### config.mk
export PLATFORM = sky130hd
export DESIGN_NAME = rvfi_channel_serializer
export DESIGN_NICKNAME = d
export VERILOG_FILES = /design/src/rtl/rvfi_channel_serializer.sv
export SDC_FILE = /design/constraint.sdc
export NUM_CORES = 2
export LEC_CHECK = 0
export BUFFER_PORTS_ARGS = -buffer_cell sky130_fd_sc_hd__buf_2
export CAP_MARGIN = 5
export CELL_PAD_IN_SITES_DETAIL_PLACEMENT = 1
export CELL_PAD_IN_SITES_GLOBAL_PLACEMENT = 2
export CORE_UTILIZATION = 40
export DETAILED_ROUTE_END_ITERATION = 7
export PLACE_DENSITY = 0.82
export REMOVE_ABC_BUFFERS = 1
export SYNTH_ARGS = -nofsm -noshare
export SYNTH_HDL_FRONTEND = slang
export SYNTH_SLANG_ARGS = --single-unit
### constraint.sdc
create_clock -name clk -period 10.3 [get_ports clk]
set_input_delay 1.03 -clock clk [delete_from_list [all_inputs] [get_ports clk]]
set_output_delay 1.03 -clock clk [all_outputs]
set_load 0.02 [all_outputs]
### src/rtl/rvfi_channel_serializer.sv
// rvfi_channel_serializer
// Serializes an NRET-wide RVFI retire stream into one retirement per cycle,
// preserving program order (channel 0 oldest). Bursts are absorbed in a
// DEPTH-entry register FIFO; overflow drops and channel-ordering holes are
// flagged with sticky bits, and the occupancy high-water mark is tracked.
//
// Ports:
//   clk        : clock, all state updates on rising edge
//   resetn     : asynchronous active-low reset
//   in_valid   : per-channel retire valid (NRET bits)
//   in_data    : per-channel packets, channel i at [i*W +: W]
//   out_ready  : consumer accepts the head this cycle
//   out_valid  : FIFO head valid (registered state only)
//   out_data   : FIFO head packet, don't-care while out_valid=0
//   count      : current occupancy
//   high_water : maximum occupancy since reset
//   overflow   : sticky, at least one packet dropped
//   proto_err  : sticky, a valid channel followed an invalid lower channel
module rvfi_channel_serializer #(
   parameter int unsigned NRET  = 2,
   parameter int unsigned W     = 128,
   parameter int unsigned DEPTH = 8
) (
   input  logic                       clk,
   input  logic                       resetn,
   input  logic [NRET-1:0]            in_valid,
   input  logic [NRET*W-1:0]          in_data,
   input  logic                       out_ready,
   output logic                       out_valid,
   output logic [W-1:0]               out_data,
   output logic [$clog2(DEPTH):0]     count,
   output logic [$clog2(DEPTH):0]     high_water,
   output logic                       overflow,
   output logic                       proto_err
);

   localparam int unsigned AW = $clog2(DEPTH);
   localparam int unsigned CW = AW + 1;

   logic [W-1:0]    mem [DEPTH];
   logic [AW-1:0]   rd_ptr;
   logic [AW-1:0]   wr_ptr;

   logic            pop;
   logic [CW-1:0]   free;
   logic [CW-1:0]   n_wr;
   logic [CW-1:0]   count_next;
   logic [NRET-1:0] take;
   logic [AW-1:0]   off [NRET];
   logic            drop;
   logic            hole;
   logic            order_bad;

   assign out_valid = (count != '0);
   assign out_data  = mem[rd_ptr];

   // Channels are packed densely: each accepted channel lands at the slot
   // offset equal to the number of channels accepted before it, so a hole
   // in in_valid does not leave a gap in the FIFO.
   always_comb begin
      pop        = out_valid && out_ready;
      free       = CW'(DEPTH) - count + CW'(pop);
      n_wr       = '0;
      take       = '0;
      drop       = 1'b0;
      hole       = 1'b0;
      order_bad  = 1'b0;
      for (int unsigned i = 0; i < NRET; i++) begin
         off[i] = n_wr[AW-1:0];
         if (in_valid[i]) begin
            if (hole) begin
               order_bad = 1'b1;
            end
            if (n_wr < free) begin
               take[i] = 1'b1;
               n_wr    = n_wr + CW'(1);
            end else begin
               drop = 1'b1;
            end
         end else begin
            hole = 1'b1;
         end
      end
      count_next = count + n_wr - CW'(pop);
   end

   // Storage is intentionally not reset.
   always_ff @(posedge clk) begin
      for (int unsigned i = 0; i < NRET; i++) begin
         if (take[i]) begin
            mem[wr_ptr + off[i]] <= in_data[i*W +: W];
         end
      end
   end

   always_ff @(posedge clk or negedge resetn) begin
      if (!resetn) begin
         rd_ptr     <= '0;
         wr_ptr     <= '0;
         count      <= '0;
         high_water <= '0;
         overflow   <= 1'b0;
         proto_err  <= 1'b0;
      end else begin
         if (pop) begin
            rd_ptr <= rd_ptr + AW'(1);
         end
         wr_ptr     <= wr_ptr + n_wr[AW-1:0];
         count      <= count_next;
         high_water <= (count_next > high_water) ? count_next : high_water;
         if (drop) begin
            overflow <= 1'b1;
         end
         if (order_bad) begin
            proto_err <= 1'b1;
         end
      end
   end

endmodule
# After elaboration in Yosys (flattened, before gate mapping)

Memories as Yosys holds them, arrays and structs flattened.
Index checks and enable logic that the tools add are counted.

Bits in registers: 16
RAM bits: 1024
Bits of input ports: 261
Output and inout bits: 139
Logic and storage cells: 38
Memories: 1

Memories:

| name | words | bits a word | read ports | clocked after memory_dff | write ports | RTL line | RTL |
|---|---|---|---|---|---|---|---|
| mem  | 8     | 128         | 1          | 0                        | 2           | 40       | `logic [W-1:0] mem [DEPTH];` |

Add/subtract/negate cells: 8
Order comparisons: 3
Muxes and demuxes: 18
Reductions and logical operators: 2

Operators by type and width:

| kind                  | count |
|---|---|
| $mux W1               | 15 |
| $mux W4               | 3 |
| $add A3 B3 Y3         | 2 |
| $add A4 B1 Y4         | 1 |
| $add A4 B1 Y4 const B | 1 |
| $add A4 B4 Y4         | 1 |
| $gt A4 B4 Y1          | 1 |
| $lt A1 B4 Y1 const A  | 1 |
| $lt A4 B4 Y1          | 1 |
| $reduce_bool A4 Y1    | 1 |
| $sub A4 B1 Y4         | 1 |
| $sub A4 B4 Y4 const A | 1 |
| $add A3 B1 Y3 const B | 1 |
| $logic_and A1 B1 Y1   | 1 |

# Longest topological paths before layout

Depth after elaboration: 12
Mapped depth: 26
Depth with buffers taken out: 26

# Worst setup path after synthesis

OpenSTA, ideal clock, no wires.

Path type: in2reg
From: input port out_ready
To: memory mem[4][0], enable pin
Library setup time: 0.792 ns
Data arrival time: 11.038 ns
Path slack: -1.530 ns
Stages on the path: 9
Buffers on the path: 0
Cells stage by stage: nand2_1 -> ha_1 -> inv_1 -> ha_1 -> nand2b_1 -> o21ai_1 -> o2111ai_1 -> nand2b_1 -> o21ai_0

RTL lines:

| item        | RTL line | RTL |
|---|---|---|
| from (decl) | 28       | `input logic out_ready,` |
| to (decl)   | 40       |  |

==> metrics.txt <==
Synth async-reset ratio=0.0154; top cells by area, synth=edfxtp_1 (59%), mux2_2 (20%), mux4_2 (11%); setup tns final=0 ns; placer's final routability congestion estimate=0.740; dpl cell area=56200 um^2; CTS-repair resized insts=0; Final Cell Area=59900 um^2; Bufs and invs on worst path=6; first-pass GRT wire length=207000 um; Post-DRT Antenna Nets=0; CORE AREA=130000 um^2; die area=133000 um^2; # IOs=400; port buffer count=399; Die W=364 um; Synth area leader=edfxtp_1; actual slew at the worst max-slew pin=1.05 ns; Post-synth top flop=edfxtp_1; critical-path maximum fanout=48; fillers=12302; Area Growth Syn to Fin=14.2%; synthesis-stage register bit count=1040; Initial DRC Count=2268; TritonCTS clock tree=built; min Tclk post-route=6.32 ns; most used cell, CP=ha_1; outcome=completed; CP startpoint kind=register; unrepaired setup endpoints after global routing=no; period utilization=0.613; Die Ht=364 um; pwr dens=322 nW/um^2; Total GRT Usage=0.213; Yosys warnings=0; 1st-pass router iterations=7; Max-slew headroom=0.303; distinct cell type count after synthesis=36; required time worst endpoint=10.76 ns; Netlist Area Pre-Place=52500 um^2; layout cell share with drive strength beyond 1=0.633; Finish-stage setup viols=0; final net count=3407; synthesized area per cell=19.1 um^2; Clock Sinks=1040; CTS Buffer Depth=3; WS Path Type=reg2reg; worst skew pair latency=0.73 ns; most common cell in the netlist=edfxtp_1; DR vias/cell=5.62; CP endpoint kind=register; f_max=158 MHz; worst hold path class=in2async; wirelength, routed=142000 um; number of global-route vias before repair=30850; slowest cell delay on critical path=0.85 ns; WL/cell=28.5 um; power after layout=19300 uW; routed via count=27998; top-area cell type share of the netlist area=0.586; Leak=0.0207 uW; post-CTS setup buffer count=0; Mapped Cells=2745; hold_ws=0.231 ns; sequential share of the synthesized area=0.593; pin count of the biggest net entering global routing=137; max-slew violation count=0; most instantiated cells after synthesis=edfxtp_1 (1024), mux2_2 (954), mux4_2 (256); hpwl dp=78600 um; Post-synth EDFFs=1024; clock transition at the registers of the reported paths=0.06 ns; initial antenna violation count=51; drc violations=0; CP top delay family=buffers and inverters; CP max-delay cell=buf_4; H-tree Lvls=3; Clock Tree Root=clkbuf_16; WP data arrival=6.78 ns; clock skew=0.0160 ns; worst path cell trace=inv_1 -> ha_1 -> nand2_1 -> nand2_1 -> ha_1 -> inv_1 -> ha_1 -> nand2b_1 -> o31ai_1 -> o2111ai_1 -> nand2_1 -> inv_1 -> ha_1 -> ha_1 -> xor2_1 -> nand2_1 -> nor3_2 -> buf_4 -> buf_4 -> buf_4 -> mux2_2; number of CTS-inserted buffers=115; Max IR drop VDD=0.335 mV; Hold Fails Final Rpt=0; Initial Utilization=0.404; max-cap check violation count=0; FP Rows=132; Hold Buf Count CTS=0; gr ovfl total=0
-- layer usage --
metal	global-route usage	wire, um	part of all wire
met5	0	346	0.0024
met4	0.0568	3230	0.023
met3	0.0462	9080	0.064
met2	0.348	67700	0.48
met1	0.286	61400	0.43
-- registers in the layout, indices dropped and copies added (netlist names) --
register,flops
count,4
rd_ptr,3
wr_ptr,3
high_water,4
overflow,1
mem,1024
proto_err,1
-- cell usage in the layout (no fill, tap or decap), types with 6 or more instances in the layout --
master        n
buf_12        7
clkinv_1     26
edfxtp_1   1024
bufinv_16    12
mux2_4      200
ha_1         17
buf_2       399
clkinv_2     20
buf_4        46
dfrtp_1      13
mux4_2      256
inv_1        20
o21bai_4      6
clkbuf_16   116
diode_2      18
nand2_1      14
mux2_2      954
clkbuf_1     26
-- where the power goes --
group          internal, uW  total (uW)  switching (uW)
clock                  2370        4100            1730
combinational          3490        8180            4690
sequential             6570        7000             438
total                 12400       19300            6860
-- kinds of logic after synthesis --
kind of cell	Yosys count	share of synthesized area
AOI/OAI and AO/OA	25	0.00312
xor gates and xnor gates	7	0.00117
adders and majority gates	20	0.00500
buffers and inverters	207	0.0222
DFF	1040	0.593
muxes	1410	0.372
and+or+nand+nor	36	0.00353
-- worst paths after layout --
path                               start        end  slack, ns  cells after the start
max in group asynchronous         resetn  rd_ptr[2]       9.75                      1
min in group clk                overflow   overflow       0.47                      1
worst max register to register  count[3]  mem[7][6]       3.98                     21
worst max-delay path            count[3]  mem[7][6]       3.98                     21
worst min register to register  overflow   overflow       0.47                      1
worst min-delay path              resetn   count[2]       0.23                      1
-- through the flow --
step	instances	worst slack, ns	utilization
floorplan	2558	-9.18	-
global placement	4752	3.82	0.433
detailed placement	4752	3.71	0.433
CTS	4963	4.03	0.461
global route	4972	3.57	0.462
finish	4981	3.98	0.462
-- layout make-up --
type	count	area, um^2	share of cell area
clock inverters	67	657	0.0110
well taps	1742	2180	0.0364
clock buffers	144	3030	0.0505
repair buffers	452	2480	0.0414
diodes	18	45.0	0.000752
inverters	20	75.1	0.00125
flip-flops and latches	1040	31200	0.520
multi-input cells	1498	20300	0.339
Power figures use the tool's default switching activity.
